## src/rtl/wb_port_arbiter.sv

```systemverilog
// Register-file write-port arbiter: pipeline write-back (latency 1, never stalled) has priority over
// a DEPTH-entry MDU result FIFO (earliest latency 2); mdu_ready_o drops while the FIFO is full.
module wb_port_arbiter #(
  parameter int DEPTH = 2
) (
  input  logic        clk_i,
  input  logic        rst_i,
  input  logic        pipe_valid_i,
  input  logic [4:0]  pipe_rd_i,
  input  logic [31:0] pipe_data_i,
  input  logic        mdu_valid_i,
  input  logic [4:0]  mdu_rd_i,
  input  logic [31:0] mdu_data_i,
  output logic        mdu_ready_o,
  input  logic        mdu_issue_i,
  input  logic [4:0]  mdu_issue_rd_i,
  output logic [31:0] pend_o,
  output logic [4:0]  WriteReg_o,
  output logic [31:0] WriteData_o,
  output logic        RegWrEn_o
);

  localparam int AW = (DEPTH > 1) ? $clog2(DEPTH) : 1;
  localparam int CW = $clog2(DEPTH + 1);

  logic [AW-1:0] wr_ptr_q, wr_ptr_d, rd_ptr_q, rd_ptr_d;
  logic [CW-1:0] count_q, count_d;
  logic [4:0]    fifo_rd_q  [DEPTH];
  logic [4:0]    fifo_rd_d  [DEPTH];
  logic [31:0]   fifo_dat_q [DEPTH];
  logic [31:0]   fifo_dat_d [DEPTH];
  logic [31:0]   pend_q, pend_d;
  logic [4:0]    wreg_q, wreg_d;
  logic [31:0]   wdata_q, wdata_d;
  logic          wen_q, wen_d;
  logic          push, pop;
  logic [4:0]    head_rd;
  logic [31:0]   head_dat;

  // Ready depends on occupancy only, so a full FIFO never accepts in the cycle it pops.
  assign mdu_ready_o = (count_q < CW'(DEPTH));
  assign push        = mdu_valid_i && mdu_ready_o;
  assign pop         = !pipe_valid_i && (count_q != '0);
  assign head_rd     = fifo_rd_q[rd_ptr_q];
  assign head_dat    = fifo_dat_q[rd_ptr_q];

  always_comb begin
    fifo_rd_d  = fifo_rd_q;
    fifo_dat_d = fifo_dat_q;
    wr_ptr_d   = wr_ptr_q;
    rd_ptr_d   = rd_ptr_q;
    count_d    = count_q;
    if (push) begin
      fifo_rd_d[wr_ptr_q]  = mdu_rd_i;
      fifo_dat_d[wr_ptr_q] = mdu_data_i;
      wr_ptr_d             = wr_ptr_q + AW'(1);
    end
    if (pop) begin
      rd_ptr_d = rd_ptr_q + AW'(1);
    end
    case ({push, pop})
      2'b10:   count_d = count_q + CW'(1);
      2'b01:   count_d = count_q - CW'(1);
      default: count_d = count_q;
    endcase
  end

  // A new issue to the register being retired wins over the clear.
  always_comb begin
    pend_d = pend_q;
    if (pop && (head_rd != 5'd0)) pend_d[head_rd] = 1'b0;
    if (mdu_issue_i && (mdu_issue_rd_i != 5'd0)) pend_d[mdu_issue_rd_i] = 1'b1;
    pend_d[0] = 1'b0;
  end

  always_comb begin
    wen_d   = 1'b0;
    wreg_d  = wreg_q;
    wdata_d = wdata_q;
    if (pipe_valid_i) begin
      wen_d   = (pipe_rd_i != 5'd0);
      wreg_d  = pipe_rd_i;
      wdata_d = pipe_data_i;
    end else if (pop) begin
      wen_d   = (head_rd != 5'd0);
      wreg_d  = head_rd;
      wdata_d = head_dat;
    end
  end

  always_ff @(posedge clk_i) begin
    if (rst_i) begin
      wr_ptr_q <= '0;
      rd_ptr_q <= '0;
      count_q  <= '0;
      pend_q   <= '0;
      wen_q    <= 1'b0;
      wreg_q   <= '0;
      wdata_q  <= '0;
      for (int i = 0; i < DEPTH; i++) begin
        fifo_rd_q[i]  <= '0;
        fifo_dat_q[i] <= '0;
      end
    end else begin
      wr_ptr_q   <= wr_ptr_d;
      rd_ptr_q   <= rd_ptr_d;
      count_q    <= count_d;
      pend_q     <= pend_d;
      wen_q      <= wen_d;
      wreg_q     <= wreg_d;
      wdata_q    <= wdata_d;
      fifo_rd_q  <= fifo_rd_d;
      fifo_dat_q <= fifo_dat_d;
    end
  end

  assign pend_o      = pend_q;
  assign WriteReg_o  = wreg_q;
  assign WriteData_o = wdata_q;
  assign RegWrEn_o   = wen_q;

endmodule
```

## config.mk

```make
export PLATFORM = sky130hd
export DESIGN_NAME = wb_port_arbiter
export DESIGN_NICKNAME = d
export VERILOG_FILES = /design/src/rtl/wb_port_arbiter.sv
export SDC_FILE = /design/constraint.sdc
export NUM_CORES = 1
export LEC_CHECK = 0
export CAP_MARGIN = 20
export CORE_ASPECT_RATIO = 0.75
export CORE_MARGIN = 4
export CORE_UTILIZATION = 45
export DETAILED_ROUTE_END_ITERATION = 7
export PLACE_DENSITY = 0.83
export SYNTH_ARGS = -nofsm -noshare
export SYNTH_HDL_FRONTEND = slang
export SYNTH_SLANG_ARGS = --single-unit
```

## constraint.sdc

```tcl
create_clock -name clk_i -period 1.9 [get_ports clk_i]
set_input_delay 0.38 -clock clk_i [delete_from_list [all_inputs] [get_ports clk_i]]
set_output_delay 0.38 -clock clk_i [all_outputs]
set_load 0.05 [all_outputs]
```

== Yosys cells after proc, flatten, opt, wreduce, memory -nomap -nowiden ==
Index checks and enable logic that the tools add are counted.
Operators by class
  bitwise operators: 5
  equal/unequal tests: 2
  reductions and logical operators: 14
  order comparisons: 8
  multiplexer cells: 25
  add/sub/neg operators: 4
Operator list (number)
  two-way mux 32 bit: 8
  bitwise mux 64 bit: 1
  AND 32 bit: 1
  demux 32 bit (select 1 bit): 1
  NOT 32 bit: 1
  bitwise OR 32 bit: 1
  two-way mux 5 bit: 6
  nonzero test 5 bit: 3
  less-than comparator 5 x 6 -> 1 bit (second input constant): 2
  bitwise mux 10 bit: 1
  demux 1 bit (select 5 bit): 2
  greater-or-equal comparator 5 x 1 -> 1 bit (second input constant): 2
  logical AND 1 bit: 7
  nonzero test 2 bit: 3
  demux 5 bit (select 1 bit): 1
  greater-or-equal comparator 2 bit (second input constant): 2
  two-way mux 1 bit: 4
  NOT 1 -> 2 bit: 2
  one-hot mux 2 bit (2 select lines): 1
  adder 1 bit (second input constant): 2
  adder 2 x 1 -> 2 bit (second input constant): 1
  equality test 2 x 1 -> 1 bit (second input constant): 1
  equality test 2 bit (second input constant): 1
  less-than comparator 2 x 1 -> 1 bit (second input constant): 1
  3 further kinds: 3
Word-level totals
  register bits after elaboration: 148
  bits of input ports: 84

== Logic depth before layout (Yosys ltp) ==
  word-level depth: 13
  depth in mapped cells: 6
  depth with buffers taken out: 5

== Least setup slack after synthesis ==
Ideal clock, no wire load.
  kind: register -> register
  start: reg count_q[1]
  end: reg fifo_dat_q[20] in the netlist's numbering
  data required time: 1.830 ns
  cell stages (with the launch flop): 7
  path slack: 0.337 ns
  buffers on the path: 2
  arrival time: 1.493 ns
  cell sequence: dfxtp_1 -> inv_1 -> and3_1 -> buf_2 -> buf_1 -> nand2_1 -> a21oi_1
Between the ends
  word-level cells in the longest chain between the ends: 2
Ends and longest elaborated chain
  start, declared: RTL line 27  | logic [CW-1:0] count_q, count_d;
  start signal, assigned: RTL line 107  | count_q <= count_d;
  less-than comparator 2 bit: RTL line 41  | assign mdu_ready_o = (count_q < CW'(DEPTH));
  via mdu_ready_o: RTL line 14  | output logic mdu_ready_o,
  logical AND 1 bit: RTL line 42  | assign push = mdu_valid_i && mdu_ready_o;
  end signal, assigned: RTL line 113  | fifo_dat_q <= fifo_dat_d;
  end, declared: RTL line 30  | logic [31:0] fifo_dat_q [DEPTH];
The timed path passes the listed nets, and every way through them passes these cells.
A chain may end at the register's enable or synchronous reset.

== Worst setup path after layout ==
  start: reg rd_ptr_q
  end: reg pend_q[31] (netlist: pend_o[31])
Between the ends
  word-level cells in the longest chain between the ends: 13
  elaborated cells on any way between the ends: 16
  classes of those cells: order compare: 2; mux: 7; bitwise: 4; reduce/logical: 3
Ends and longest elaborated chain
  start, declared: RTL line 26  | logic [AW-1:0] wr_ptr_q, wr_ptr_d, rd_ptr_q, rd_ptr_d;
  start signal, assigned: RTL line 106  | rd_ptr_q <= rd_ptr_d;
  NOT 1 -> 2 bit (not written as such) (*): RTL line 44  | assign head_rd = fifo_rd_q[rd_ptr_q];
  two-way mux 5 bit (not written as such) (*) (3 in a row): RTL line 44
  less-than comparator 5 x 6 -> 1 bit (not written as such) or greater-or-equal comparator 5 x 1 -> 1 bit (tied branches): RTL line 71  | if (pop && (head_rd != 5'd0)) pend_d[head_rd] = 1'b0;
  logical AND 1 bit (not written as such): RTL line 71
  two-way mux 1 bit (not written as such): RTL line 71
  demux 1 bit (select 5 bit): RTL line 71
  NOT 32 bit (no line)
  AND 32 bit (no line)
  two-way mux 32 bit (*): RTL line 71
  bitwise OR 32 bit (no line)
  two-way mux 32 bit (*): RTL line 72  | if (mdu_issue_i && (mdu_issue_rd_i != 5'd0)) pend_d[mdu_issue_rd_i] = 1'b1;
  end signal, assigned: RTL line 108  | pend_q <= pend_d;
  end, declared: RTL line 32  | logic [31:0] pend_q, pend_d;
Every way passes the cells marked *; elsewhere a longest branch is shown, timed or not. The select of a mux whose other input is x is not followed.

==> impl_metrics.ini <==
[route]
dr_total_vias = 5684
detailedRoute.firstPassIterationCount = 5
drc = 0
detail-route-antenna-nets = 0
initialDrtViolationCount = 442
route.detailed.wl_per_inst_um = 15.2
postRouteWirelength_um = 16500
post_drt_via_cell_ratio = 5.23

[layout]
post_route_cells_drive_above_1_share_pct = 9.62
nets = 987
layout.cells.most_common = sky130_fd_sc_hd__nand2_1
multi_input_logic_area_um2 = 2970
antenna-diode-count = 0
layout.cells.most_common_list = sky130_fd_sc_hd__nand2_1, sky130_fd_sc_hd__dfxtp_1, sky130_fd_sc_hd__a21oi_1, sky130_fd_sc_hd__clkdlybuf4s50_1, sky130_fd_sc_hd__o21ai_0
ff_latch_area_um2 = 2940
final_cell_count_no_fill = 1086
final.fill_count = 1128
syn2layout_area_growth_pct = 35.8

[floorplan]
die_height_um = 109
io_pins = 155
coreArea_um2 = 13200
initial_utilization_pct = 46.7
die_width_um = 143
die_area_um2 = 15600
core.rowCount = 36

[sta]
grt_setup_unrepaired = false
worst-slew-pin-transition_ps = 745
fmax_mhz = 575
maxSlewViolCount = 0
final_hold_viols = 0
relSlewSlack_pct = 50.3
clock-skew-final_ps = 8.76
finalCriticalPeriod_ps = 1740
final-setup-viol-count = 0
min_period_over_period_pct = 91.5
min_hold_slack_ps = 366
final_tns_setup_ps = 0

[place]
hpwlAfterDp_um = 11400
place_inst = 1054
port_buffers = 153
final_wtd_congestion = 0.802

[synthesis]
netlist-cell-type-count = 32
sequential_to_total_area_share_from_yosys_stat_pct = 47.8
synth-seq-cells = 147
synthesis.area_per_instance_um2 = 8.12
synth_compound_area_share_pct = 20.0
syn_area_um2 = 6160
synth_enable_flop_cells = 0
post_synth_and_or_nand_nor_area_fraction_pct = 21.0
synth.net_count = 843
synth.area.mux_share_pct = 6.50
dominant_combinational_cell_family_by_area_after_synthesis = simple AND/OR/NAND/NOR gates
dominant_register_cell_in_the_synthesized_netlist = sky130_fd_sc_hd__dfxtp_1
synth_warnings = 0
async_reset_ff_share_pct = 0
synth_adder_area_share_pct = 0.203
synthXorXnorAreaFrac_pct = 0.427
syn_inst = 758

[hold_path]
min_path_type = in -> reg

[critical_path]
worstPathArrival_ps = 2030
timing.critical_path.mode_cell = sky130_fd_sc_hd__o21ai_0
worst_ep_required_time_ps = 2190
startpoint_type = flip-flop
critical_path.cell_chain = mux2i_1, or3b_1, o21ai_0, o21ai_0
timing.critical_path.max_delay_family = simple AND/OR/NAND/NOR gates
worst-setup-path-type = reg -> reg
crit_buf_inv = 0
crit_fanout = 10
critical_path.slowest_cell = sky130_fd_sc_hd__or3b_1
endpoint_kind = flip-flop
timing.critical_path.slowest_cell_delay_ps = 570

[clock_tree]
cts.hold.buffers_added = 0
buffer_cell_driving_the_clock_tree_root = sky130_fd_sc_hd__clkbuf_16
clock_path_buffers = 2
post_cts.repair.setup_buffers = 0
cts_buffers = 17
cts_tree = done
clkSlewWorstSetupHoldPaths_ps = 70
cts-htree-levels = 4
clk_latency_ps = 410
numClockSinks = 147

[global_route]
number_of_global_route_vias_before_repair = 5409
grt_remaining_overflow = 0
grt_max_degree = 83
grt_first_pass_wirelength_um = 26700
global_route.usage.total_pct = 21.2
grt_antenna_before_repair = 0

[run_status]
outcome = complete, no violations

[flow_run]
timing.max_cap.violations = 0

[power_and_ir_drop]
power.leakage_uw = 0.00330
power.density_cell_area_nw_per_um2 = 1250
maximum_resistive_drop_on_vdd_uv = 695
==> path summary, 6_finish.rpt <==
check	slack, ps	cells past startpoint	start	end
worst max-delay path	160	4	rd_ptr_q	pend_o[31]
worst min-delay path	370	4	rst_i	pend_o[17]
worst max register to register	160	4	rd_ptr_q	pend_o[31]
worst min register to register	450	2	fifo_dat_q[44]	fifo_dat_q[44]
==> worst register-to-register path: stages, from the launching register on <==
cell and delay, ps:
sky130_fd_sc_hd__dfxtp_2 490, sky130_fd_sc_hd__mux2i_1 200, sky130_fd_sc_hd__or3b_1 570, sky130_fd_sc_hd__o21ai_0 240
sky130_fd_sc_hd__o21ai_0 120
==> registers in the layout, indices dropped and copies added, names as in the netlist <==
name,count
RegWrEn_o,1
fifo_dat_q,64
wr_ptr_q,1
WriteReg_o,5
fifo_rd_q,10
pend_o,31
count_q,2
rd_ptr_q,1
WriteData_o,32
==> cell usage after synthesis, drive strengths merged (2+ instances only) <==
cell	n	area share, %
a211o	37	5.3
a21oi	114	9.3
buf	25	2.3
clkbuf	29	1.8
dfxtp	147	48
mux2	2	0.49
mux2i	37	6.0
nand2	190	12
nand2b	3	0.30
nand3	8	0.65
nand3b	8	0.98
nor2	42	2.6
nor2b	32	3.3
o21ai	65	5.3
or2	2	0.20
or3	5	0.75
or3b	3	0.43
xnor2	2	0.28
==> per-layer routing <==
metal	vias to the layer above	track usage, %	part of all wire [%]
met5	-	0	0
met4	0	6.31	1.2
li1	2858	-	-
met3	20	5.00	7.3
met1	2617	29.1	46
met2	189	33.5	45
==> through the flow <==
stage / instance area, µm² / worst slack, ps / util, % / power, µW
after floorplan: 6160 / 337 / - / 6360
after global placement: 7870 / 92.4 / 59.6 / 7420
after detailed placement: 7870 / 43.3 / 59.6 / 7490
after CTS: 8360 / 127 / 63.3 / 10500
after global routing: 8360 / 7.66 / 63.4 / 11100
final: 8360 / 161 / 63.4 / 10500
==> cells by family (layout without fill, tap and decap cells) <==
group                      Yosys count  after routing
adders and majority gates            1              1
and+or+nand+nor                    295            295
DFF                                147            147
xor gates and xnor gates             3              3
AOI/OAI and AO/OA                  217            217
muxes                               39             39
other                                1              1
buffers and inverters               55            212
==> cell type report <==
type / count / area share, %
Inverter: 1 / 0.0449
Clock buffer: 18 / 5.25
Sequential cell: 147 / 35.2
Multi-Input combinational cell: 556 / 35.5
Tap cell: 171 / 2.56
Timing Repair Buffer: 179 / 20.0
Clock inverter: 14 / 1.42
==> report_power, final <==
part           switching, µW  internal, µW  leakage [µW]
sequential               241          3470       0.00120
clock                   1410          1740      0.000259
combinational           2210          1410       0.00184
total                   3860          6620       0.00330
==> repair_timing <==
action	CTS	global route
pin swaps	0	1
endpoints found under the setup margin	55	8
resized for setup	55	1
Note: power is estimated with default switching activity, not from simulation.
